`src/rtl/pe_pkg.sv`:
```
`default_nettype none
// ============================================================================
// Module      : pe_pkg
// Description : Shared definitions for the saturating-accumulate processing
//               element: default fixed-point format, dataflow mode encoding
//               and signed range helpers used to build clamp constants.
// Contents    : c_DATA_W_DEFAULT  - default operand / partial-sum width
//               c_FRAC_W_DEFAULT  - default number of fractional bits
//               pe_mode_e         - PE_MODE_WS / PE_MODE_OS
//               fxp_max()         - largest two's-complement value of a width
//               fxp_min()         - smallest two's-complement value of a width
// Revision    : 1.0 - initial release
// ============================================================================
package pe_pkg;

    localparam int c_DATA_W_DEFAULT = 16;
    localparam int c_FRAC_W_DEFAULT = 8;

    // Dataflow mode, taken straight from the pe_mode_in pin.
    typedef enum logic {
        PE_MODE_WS = 1'b0,   // weight-stationary: psum flows through the MAC
        PE_MODE_OS = 1'b1    // output-stationary: local accumulator
    } pe_mode_e;

    // Range limits are returned at 64 bits so callers can slice them down to
    // whatever width they need without a width-dependent return type.
    function automatic logic signed [63:0] fxp_max(input int unsigned width);
        return (64'sd1 <<< (width - 1)) - 64'sd1;
    endfunction

    function automatic logic signed [63:0] fxp_min(input int unsigned width);
        return -(64'sd1 <<< (width - 1));
    endfunction

endpackage
`default_nettype wire

```
`src/rtl/fxp_mac_sat.sv`:
```
`default_nettype none
// ============================================================================
// Module      : fxp_mac_sat
// Description : Combinational fixed-point multiply-add. Multiplies two signed
//               Q(DATA_W-FRAC_W).FRAC_W operands, rescales the full-precision
//               product back to the operand format (round-half-up or floor),
//               adds a signed addend and either saturates or wraps the sum.
// Ports       : op_a    in  DATA_W  multiplicand (activation)
//               op_b    in  DATA_W  multiplier (weight)
//               addend  in  DATA_W  value added to the rescaled product
//               result  out DATA_W  rescaled product + addend
//               ovf     out 1       product out of range or result clamped
// Revision    : 1.0 - initial release
// ============================================================================
module fxp_mac_sat
    import pe_pkg::*;
#(
    parameter int DATA_W   = c_DATA_W_DEFAULT,
    parameter int FRAC_W   = c_FRAC_W_DEFAULT,
    parameter int SAT_EN   = 1,
    parameter int ROUND_EN = 1
) (
    input  logic [DATA_W-1:0] op_a,
    input  logic [DATA_W-1:0] op_b,
    input  logic [DATA_W-1:0] addend,
    output logic [DATA_W-1:0] result,
    output logic              ovf
);

    localparam int c_PROD_W = 2 * DATA_W;
    // One guard bit above the product so the rounding constant can never
    // carry into the sign.
    localparam int c_EXT_W  = c_PROD_W + 1;
    localparam int c_SUM_W  = DATA_W + 2;

    localparam logic signed [63:0] c_MAX_64 = fxp_max(DATA_W);
    localparam logic signed [63:0] c_MIN_64 = fxp_min(DATA_W);
    localparam logic [DATA_W-1:0]  c_MAX    = c_MAX_64[DATA_W-1:0];
    localparam logic [DATA_W-1:0]  c_MIN    = c_MIN_64[DATA_W-1:0];
    localparam logic [c_EXT_W-1:0] c_HALF   = c_EXT_W'(1) << (FRAC_W - 1);

    logic signed [c_PROD_W-1:0] w_prod;
    logic [c_EXT_W-1:0]         w_prod_ext;
    logic [c_EXT_W-1:0]         w_prod_rnd;
    logic [c_EXT_W-1:0]         w_scaled;
    logic [c_EXT_W-DATA_W:0]    w_scaled_hi;
    logic                       w_prod_oor;
    logic [DATA_W-1:0]          w_term;
    logic [c_SUM_W-1:0]         w_sum;
    logic [2:0]                 w_sum_hi;
    logic                       w_sum_oor;

    assign w_prod     = $signed(op_a) * $signed(op_b);
    assign w_prod_ext = {w_prod[c_PROD_W-1], w_prod};

    generate
        if (ROUND_EN != 0) begin : g_round
            // Adding half an LSB before the floor shift gives round-half-up.
            assign w_prod_rnd = w_prod_ext + c_HALF;
        end else begin : g_trunc
            assign w_prod_rnd = w_prod_ext;
        end
    endgenerate

    assign w_scaled = $unsigned($signed(w_prod_rnd) >>> FRAC_W);

    // The rescaled product fits DATA_W only if every bit from DATA_W-1 up is
    // a copy of the sign.
    assign w_scaled_hi = w_scaled[c_EXT_W-1:DATA_W-1];
    assign w_prod_oor  = ~((&w_scaled_hi) | ~(|w_scaled_hi));

    generate
        if (SAT_EN != 0) begin : g_sat
            // An out-of-range product is pinned to the format limit before the
            // add, so the DATA_W+2 adder never sees a truncated magnitude.
            assign w_term = w_prod_oor ? (w_scaled[c_EXT_W-1] ? c_MIN : c_MAX)
                                       : w_scaled[DATA_W-1:0];
        end else begin : g_wrap
            assign w_term = w_scaled[DATA_W-1:0];
        end
    endgenerate

    assign w_sum = {{2{w_term[DATA_W-1]}}, w_term}
                 + {{2{addend[DATA_W-1]}}, addend};

    assign w_sum_hi  = w_sum[c_SUM_W-1:DATA_W-1];
    assign w_sum_oor = ~((&w_sum_hi) | ~(|w_sum_hi));

    generate
        if (SAT_EN != 0) begin : g_sat_out
            assign result = w_sum_oor ? (w_sum[c_SUM_W-1] ? c_MIN : c_MAX)
                                      : w_sum[DATA_W-1:0];
            assign ovf    = w_prod_oor | w_sum_oor;
        end else begin : g_wrap_out
            // Wrapping never clamps; only an unrepresentable product counts.
            assign result = w_sum[DATA_W-1:0];
            assign ovf    = w_prod_oor | (w_sum_oor & 1'b0);
        end
    endgenerate

endmodule
`default_nettype wire

```
`src/rtl/pe_sat_acc.sv`:
```
`default_nettype none
// ============================================================================
// Module      : pe_sat_acc
// Description : Systolic-array processing element with double-buffered
//               weights and a saturating fixed-point MAC. In weight-stationary
//               mode the incoming partial sum is accumulated and passed south;
//               in output-stationary mode results build up in a local
//               accumulator that is emitted on drain. Activations, valid and
//               bank-switch travel east, weights and load strobes travel
//               south. Every output is registered (one cycle latency).
// Ports       : clk              in  1       clock, rising edge
//               rst              in  1       asynchronous active-high reset
//               pe_enabled       in  1       0 = freeze all state
//               pe_valid_in/out  in/out 1    activation valid (east)
//               pe_input_in/out  in/out W    activation (east)
//               pe_accept_w_in/out in/out 1  weight load strobe (south)
//               pe_weight_in/out in/out W    weight (south)
//               pe_switch_in/out in/out 1    weight bank swap (east)
//               pe_mode_in       in  1       0 = WS, 1 = OS
//               pe_drain_in      in  1       OS: emit and clear accumulator
//               pe_psum_in/out   in/out W    partial sum (north -> south)
//               pe_ovf_out       out 1       sticky overflow
// Revision    : 1.0 - initial release
// ============================================================================
module pe_sat_acc
    import pe_pkg::*;
#(
    parameter int DATA_W   = c_DATA_W_DEFAULT,
    parameter int FRAC_W   = c_FRAC_W_DEFAULT,
    parameter int SAT_EN   = 1,
    parameter int ROUND_EN = 1
) (
    input  logic              clk,
    input  logic              rst,
    input  logic              pe_enabled,
    input  logic              pe_valid_in,
    output logic              pe_valid_out,
    input  logic [DATA_W-1:0] pe_input_in,
    output logic [DATA_W-1:0] pe_input_out,
    input  logic              pe_accept_w_in,
    output logic              pe_accept_w_out,
    input  logic [DATA_W-1:0] pe_weight_in,
    output logic [DATA_W-1:0] pe_weight_out,
    input  logic              pe_switch_in,
    output logic              pe_switch_out,
    input  logic              pe_mode_in,
    input  logic              pe_drain_in,
    input  logic [DATA_W-1:0] pe_psum_in,
    output logic [DATA_W-1:0] pe_psum_out,
    output logic              pe_ovf_out
);

    pe_mode_e          w_mode;
    logic              w_is_os;
    logic [DATA_W-1:0] w_addend;
    logic [DATA_W-1:0] w_mac;
    logic              w_mac_ovf;

    logic              r_valid_out;
    logic [DATA_W-1:0] r_input_out;
    logic              r_accept_w_out;
    logic [DATA_W-1:0] r_weight_out;
    logic              r_switch_out;
    logic [DATA_W-1:0] r_psum_out;
    logic              r_ovf;
    logic [DATA_W-1:0] r_weight_inactive;
    logic [DATA_W-1:0] r_weight_active;
    logic [DATA_W-1:0] r_acc;

    assign w_mode  = pe_mode_e'(pe_mode_in);
    assign w_is_os = (w_mode == PE_MODE_OS);

    // A single MAC serves both dataflows; only the addend differs. A drain
    // restarts the accumulator, so the product is added to zero then.
    always_comb begin
        w_addend = pe_psum_in;
        if (w_is_os) begin
            w_addend = pe_drain_in ? '0 : r_acc;
        end
    end

    fxp_mac_sat #(
        .DATA_W   (DATA_W),
        .FRAC_W   (FRAC_W),
        .SAT_EN   (SAT_EN),
        .ROUND_EN (ROUND_EN)
    ) u_mac (
        .op_a   (pe_input_in),
        .op_b   (r_weight_active),
        .addend (w_addend),
        .result (w_mac),
        .ovf    (w_mac_ovf)
    );

    // ------------------------------------------------------------------
    // Forwarding registers (east and south neighbours)
    // ------------------------------------------------------------------
    always_ff @(posedge clk or posedge rst) begin
        if (rst) begin
            r_valid_out    <= 1'b0;
            r_input_out    <= '0;
            r_accept_w_out <= 1'b0;
            r_weight_out   <= '0;
            r_switch_out   <= 1'b0;
        end else if (pe_enabled) begin
            r_valid_out    <= pe_valid_in;
            r_input_out    <= pe_input_in;
            r_accept_w_out <= pe_accept_w_in;
            r_weight_out   <= pe_accept_w_in ? pe_weight_in : '0;
            r_switch_out   <= pe_switch_in;
        end
    end

    // ------------------------------------------------------------------
    // Weight double buffer. A swap promotes the inactive value held before
    // this edge, so a load in the same cycle lands only in the inactive bank.
    // ------------------------------------------------------------------
    always_ff @(posedge clk or posedge rst) begin
        if (rst) begin
            r_weight_inactive <= '0;
            r_weight_active   <= '0;
        end else if (pe_enabled) begin
            if (pe_accept_w_in) begin
                r_weight_inactive <= pe_weight_in;
            end
            if (pe_switch_in) begin
                r_weight_active <= r_weight_inactive;
            end
        end
    end

    // ------------------------------------------------------------------
    // Partial-sum output and OS accumulator. Drain is meaningful only in OS;
    // the accumulator is left untouched in WS so a later return to OS
    // resumes where it stopped.
    // ------------------------------------------------------------------
    always_ff @(posedge clk or posedge rst) begin
        if (rst) begin
            r_psum_out <= '0;
            r_acc      <= '0;
        end else if (pe_enabled) begin
            if (!w_is_os) begin
                r_psum_out <= pe_valid_in ? w_mac : '0;
            end else if (pe_drain_in) begin
                r_psum_out <= r_acc;
                r_acc      <= pe_valid_in ? w_mac : '0;
            end else begin
                r_psum_out <= pe_psum_in;
                if (pe_valid_in) begin
                    r_acc <= w_mac;
                end
            end
        end
    end

    // Sticky overflow; the MAC result is consumed only on valid cycles.
    always_ff @(posedge clk or posedge rst) begin
        if (rst) begin
            r_ovf <= 1'b0;
        end else if (pe_enabled && pe_valid_in && w_mac_ovf) begin
            r_ovf <= 1'b1;
        end
    end

    assign pe_valid_out    = r_valid_out;
    assign pe_input_out    = r_input_out;
    assign pe_accept_w_out = r_accept_w_out;
    assign pe_weight_out   = r_weight_out;
    assign pe_switch_out   = r_switch_out;
    assign pe_psum_out     = r_psum_out;
    assign pe_ovf_out      = r_ovf;

endmodule
`default_nettype wire

```
`config.mk`:
```
export PLATFORM = sky130hd
export DESIGN_NAME = pe_sat_acc
export DESIGN_NICKNAME = d
export VERILOG_FILES = /design/src/rtl/pe_pkg.sv /design/src/rtl/fxp_mac_sat.sv /design/src/rtl/pe_sat_acc.sv
export SDC_FILE = /design/constraint.sdc
export NUM_CORES = 1
export LEC_CHECK = 0
export CAP_MARGIN = 40
export CORE_MARGIN = 2
export CORE_UTILIZATION = 45
export CTS_CLUSTER_DIAMETER = 150
export DETAILED_ROUTE_END_ITERATION = 10
export PLACE_DENSITY_LB_ADDON = 0.1
export SYNTH_ARGS = -nofsm -noshare
export SYNTH_HDL_FRONTEND = slang
export SYNTH_SLANG_ARGS = --single-unit
```
`constraint.sdc`:
```
create_clock -name clk -period 22.4 [get_ports clk]
set_input_delay 5.6 -clock clk [delete_from_list [all_inputs] [get_ports clk]]
set_output_delay 5.6 -clock clk [all_outputs]
set_load 0.05 [all_outputs]
```
# Word-level counts from Yosys, hierarchy flattened
# Index checks and enable logic that the tools add are counted.
[op_classes]
addsub = 2
reduce_logical = 10
mux = 12
n_bitwise = 7
multipliers = 1
[ops]
columns = ["operator", "n"]
rows = [
  ["$mux W16", 12],
  ["$add A32 B9 Y33 const B", 1],
  ["$mul A16 B16 Y32", 1],
  ["$add A16 B16 Y17", 1],
  ["$reduce_and A10 Y1", 1],
  ["$reduce_or A10 Y1", 1],
  ["$reduce_and A3 Y1", 2],
  ["$not A1 Y1", 4],
  ["$reduce_and A2 Y1", 2],
  ["$or A1 B1 Y1", 3],
  ["$reduce_or A3 Y1", 1],
  ["$logic_and A1 B1 Y1", 2],
  ["$reduce_bool A2 Y1", 1],
]
[totals]
inputBits = 56
register_bits = 100
word_cells = 42

# Depth between registers and ports, before layout
[depth]
ltp_word = 13
mapped_depth = 37
depth_no_buf = 35

# Modules after synthesis
# From an unflattened synthesis, not the netlist that was laid out.
[unflattened]
hier_cells = 1607
area_unflattened_um2 = 15489.9
[by_module_without_submodules]
columns = ["mod", "area_each_um2", "cells_per_inst", "instances"]
rows = [
  ["fxp_mac_sat", 11119.4, 1270, 1],
  ["pe_sat_acc", 4370.4, 337, 1],
]

# Worst setup path after synthesis
# OpenSTA, ideal clock, no wires.
[synth_path]
path_kind = "input-to-reg"
start = "input pe_input_in[15]"
end = "register r_psum_out[10] (netlist: pe_psum_out[10])"
required_time_ps = 22274
path_stages = 34
arrival_time_ps = 14096
path_slack_ps = 8178
cell_sequence = "clkbuf_1 -> nand2_1 -> inv_1 -> fa_1 -> inv_1 -> fa_1 -> inv_1 -> fa_1 -> fa_1 -> fa_1 -> inv_1 -> fa_1 -> inv_1 -> ha_1 -> buf_2 -> nand4_1 -> nor4_2 -> a2111oi_0 -> a32oi_1 -> nand2_1 -> xnor2_2 -> nor4_2 -> a21oi_2 -> a21o_1 -> ha_1 -> fa_1 -> a211oi_1 -> o21ai_1 -> a211oi_1 -> o21ai_1 -> a31oi_1 -> o31ai_2 -> maj3_1 -> a221o_1"
[synth_via]
elab_chain_cells = 13
elab_cells_between_ends = 17
classes_between = "add/sub (2); mul (1); mux (6); bitwise (4); reduce/logical (4)"
[synth_rtl]
columns = ["element", "line", "rtl"]
rows = [
  ["from (decl)", "pe_sat_acc.sv:38", "input logic [DATA_W-1:0] pe_input_in,"],
  ["$mul A16 B16 Y32 *", "fxp_mac_sat.sv:53", "assign w_prod = $signed(op_a) * $signed(op_b);"],
  ["$add A32 B9 Y33 *", "fxp_mac_sat.sv:59", "assign w_prod_rnd = w_prod_ext + c_HALF;"],
  ["$reduce_or A10 Y1", "fxp_mac_sat.sv:70", "assign w_prod_oor = ~((&w_scaled_hi) | ~(|w_scaled_hi));"],
  ["$not A1 Y1", "fxp_mac_sat.sv:70", ""],
  ["$or A1 B1 Y1", "fxp_mac_sat.sv:70", ""],
  ["$mux W16 *", "fxp_mac_sat.sv:76", "assign w_term = w_prod_oor ? (w_scaled[c_EXT_W-1] ? c_MIN : c_MAX)"],
  ["$add A16 B16 Y17 *", "fxp_mac_sat.sv:84", "+ {{2{addend[DATA_W-1]}}, addend};"],
  ["$reduce_or A3 Y1", "fxp_mac_sat.sv:87", "assign w_sum_oor = ~((&w_sum_hi) | ~(|w_sum_hi));"],
  ["$not A1 Y1", "fxp_mac_sat.sv:87", ""],
  ["$or A1 B1 Y1", "fxp_mac_sat.sv:87", ""],
  ["$mux W16 *", "fxp_mac_sat.sv:91", "assign result = w_sum_oor ? (w_sum[c_SUM_W-1] ? c_MIN : c_MAX)"],
  ["$mux W16 *", "pe_sat_acc.sv:143", "r_psum_out <= pe_valid_in ? w_mac : '0;"],
  ["$mux W16 *", "pe_sat_acc.sv:142", "if (!w_is_os) begin"],
  ["to (signal assigned)", "pe_sat_acc.sv:143", ""],
  ["to (signal assigned)", "pe_sat_acc.sv:145", "r_psum_out <= r_acc;"],
  ["to (signal assigned)", "pe_sat_acc.sv:148", "r_psum_out <= pe_psum_in;"],
  ["to (decl)", "pe_sat_acc.sv:64", "logic [DATA_W-1:0] r_psum_out;"],
]
# Every way passes the cells marked *; elsewhere a longest branch is shown, timed or not.
# A chain may end at the register's enable or synchronous reset.

# Worst setup path in the final report
[layout_path]
start = "input pe_input_in[15]"
end = "register r_psum_out[6] (netlist: pe_psum_out[6])"
# Same word-level chain as after synthesis.

==> flow_metrics.env <==
export IMPL_endpoint="pe_psum_out[6]"
export IMPL_rsz0062_at_grt="no"
export IMPL_placed_cells=2163
export IMPL_max_freq_mhz=62.6
export IMPL_netlist_top_cell_by_area="fa_1"
export IMPL_synth_area_leaders="fa_1, dfrtp_1, inv_1"
export IMPL_overflow=0
export IMPL_drive_above_1_share_pct=5.03
export IMPL_hold_path_class="reg2reg"
export IMPL_crit_fanout=17
export IMPL_postCtsSetupRepairBufs=0
export IMPL_final_hold_violation_count=0
export IMPL_drc=0
export IMPL_async_flop_share_pct=100
export IMPL_synth_most_common_cell="inv_1"
export IMPL_r2r_end="pe_psum_out[6]"
export IMPL_cts_sinks=100
export IMPL_antenna_found_initial=0
export IMPL_die_w_um=190
export IMPL_htree_levels=3
export IMPL_antenna_cells=0
export IMPL_outcome="completed"
export IMPL_synth_common_cells="inv_1, fa_1, nand2_1, and2_1, dfrtp_1"
export IMPL_synth_seq_area_share_pct=16.1
export IMPL_drv_cap=0
export IMPL_post_route_min_period_ns=15.98
export IMPL_rows=67
export IMPL_cts_hold_buf=0
export IMPL_worstPathRequired_ns=22.65
export IMPL_synth_nets=2091
export IMPL_numCtsBuffers=9
export IMPL_final_max_slew_viol_count=0
export IMPL_clk_pin_slew_ns=0.08
export IMPL_portBuffers=107
export IMPL_tns_ns=0
export IMPL_place_gp_congestion=0.861
export IMPL_grt_start_max_net_pins=53
export IMPL_drt_first_pass_iters=5
export IMPL_tightest_slew_ns=0.887
export IMPL_fin_crit_sh_pct=71.3
export IMPL_yosys_area_top_type_share_pct=34.6
export IMPL_fin_nets=2144
export IMPL_core_mm2=0.0337
export IMPL_final_util_pct=51.1
export IMPL_cp_end_kind="flop"
export IMPL_postRouteAntennaNets=0
export IMPL_yosys_most_used_dff="dfrtp_1"
export IMPL_grt_pass1_wl_mm=66.1
export IMPL_path_common_cell="fa_1"
export IMPL_grt_pass1_vias=12300
export IMPL_rrSetupSlack_ns=11.82
export IMPL_path_class="in2reg"
export IMPL_synth_edf_count=0
export IMPL_yosysUniqueCellTypes=76
export IMPL_critPathMaxStageDelay_ns=0.79
export IMPL_clock_skew_final_ns=0.0167
export IMPL_cts_tree="built"
export IMPL_vias_per_cell=5.23
export IMPL_fp_dieArea_mm2=0.0360
export IMPL_syn_inst=1673
export IMPL_vias=11400
export IMPL_num_io_pins=108
export IMPL_ys_warn_count=0
export IMPL_avgSynthCellArea_um2=9.27
export IMPL_hold_ws_ns=0.478
export IMPL_syn2layout_area_growth_pct=10.9
export IMPL_crit_slowest_cell="clkdlybuf4s50_1"
export IMPL_cts_root_buffer="clkbuf_16"
export IMPL_clk_latency_ns=0.37
export IMPL_reg2regPathDepth=32
export IMPL_cts_resized=0
export IMPL_clockBufferDepth=2
export IMPL_slew_headroom_pct=40.7
export IMPL_syn_area_mm2=0.0155
export IMPL_wl_per_cell_um=17.9
export IMPL_start_util_pct=46.0
export IMPL_drtIter0Drc=675
export IMPL_fp_dieH_um=190
export IMPL_synth_seq_cells=100
export IMPL_dp_hpwl_mm=31.4
export IMPL_start_kind="input port"
export IMPL_finalNonFillerCells=2179
export IMPL_routed_wirelength_mm=39.1
export IMPL_track_usage_pct=23.4
export IMPL_fill_cells=3199
export IMPL_setup_viol=0
export IMPL_r2r_start="r_weight_active[1]"
export IMPL_worstPathArrival_ns=16.22
export IMPL_crit_path_start="pe_input_in[15]"
## sequential cells by signal (all words and copies together), names as in the netlist
name,count
r_acc,16
pe_psum_out,16
pe_switch_out,1
r_weight_active,16
pe_weight_out,16
pe_input_out,16
pe_ovf_out,1
pe_accept_w_out,1
pe_valid_out,1
r_weight_inactive,16
## stage by stage
step	setup slack, ns	area (um2)
6_report	6.42	17200
5_1_grt	5.72	17200
4_1_cts	6.45	17200
3_5_place_dp	6.12	16900
3_3_place_gp	6.17	16900
2_1_floorplan	8.18	15500
## routing by layer
| metal | up-vias | track usage [%] | share of wire, % |
|---|---|---|---|
| met3 | 38 | 3.60 | 4.0 |
| met5 | - | 0 | 0 |
| met2 | 234 | 39.4 | 49 |
| li1 | 5332 | - | - |
| met4 | 0 | 5.58 | 1.8 |
| met1 | 5791 | 32.1 | 45 |
## kinds of logic after synthesis
family,Yosys count,share of synthesized area [%]
fa+ha+maj,367,42.5
simple gates,483,15.5
flops,100,16.1
buf+inv,414,10.2
mux,45,3.16
xor+xnor,39,2.39
compound gates,225,10.1
## layout by cell type (no fill, tap or decap), drive strengths merged, types with 9 or more instances in the layout
cell | netlist | routed
inv | 343 | 347
fa | 268 | 268
nand2 | 220 | 220
and2 | 121 | 121
clkdlybuf4s50 | 0 | 106
dfrtp | 100 | 100
ha | 94 | 94
o21ai | 67 | 67
a21oi | 46 | 46
nor2 | 44 | 44
mux2 | 32 | 32
xnor2 | 29 | 29
a21o | 21 | 21
nand3 | 17 | 17
nand3b | 16 | 16
nand4 | 14 | 14
nor3 | 14 | 14
mux2i | 13 | 13
a221o | 11 | 11
nand2b | 11 | 11
a22o | 11 | 11
clkbuf | 61 | 9
xor2 | 9 | 9
## worst min path at each step
stage | from | to | slack, ns | depth (start not counted)
global route | pe_accept_w_out | pe_accept_w_out | 0.51 | 1
CTS | r_weight_inactive[6] | r_weight_inactive[6] | 0.48 | 2
finish | r_weight_inactive[13] | r_weight_inactive[13] | 0.48 | 2
detailed placement | r_weight_inactive[6] | r_weight_inactive[6] | 0.46 | 2
global placement | r_weight_inactive[3] | r_weight_inactive[3] | 0.46 | 2
floorplan | r_weight_inactive[0] | r_weight_inactive[0] | 0.44 | 2
## layout make-up
type / instances / area (um2) / area share, %
clock buffer: 9 / 225 / 1.31
clock inverter: 7 / 88.8 / 0.516
inverter: 343 / 1290 / 7.50
multi-input combinational: 1159 / 11400 / 66.4
sequential: 100 / 2500 / 14.5
tap: 448 / 561 / 3.26
timing repair buffer: 113 / 1110 / 6.46
## worst max-delay path: cells and delay by family
family	cells	cell delay, ns
AOI/OAI and AO/OA	11	2.76
and+or+nand+nor	5	1.42
adders and majority gates	10	4.81
xor gates and xnor gates	1	0.18
buffers and inverters	6	1.44
Power is left out: the tool's default activity adds up to more than one toggle a clock period on the data nets, which glitch-free logic cannot reach.
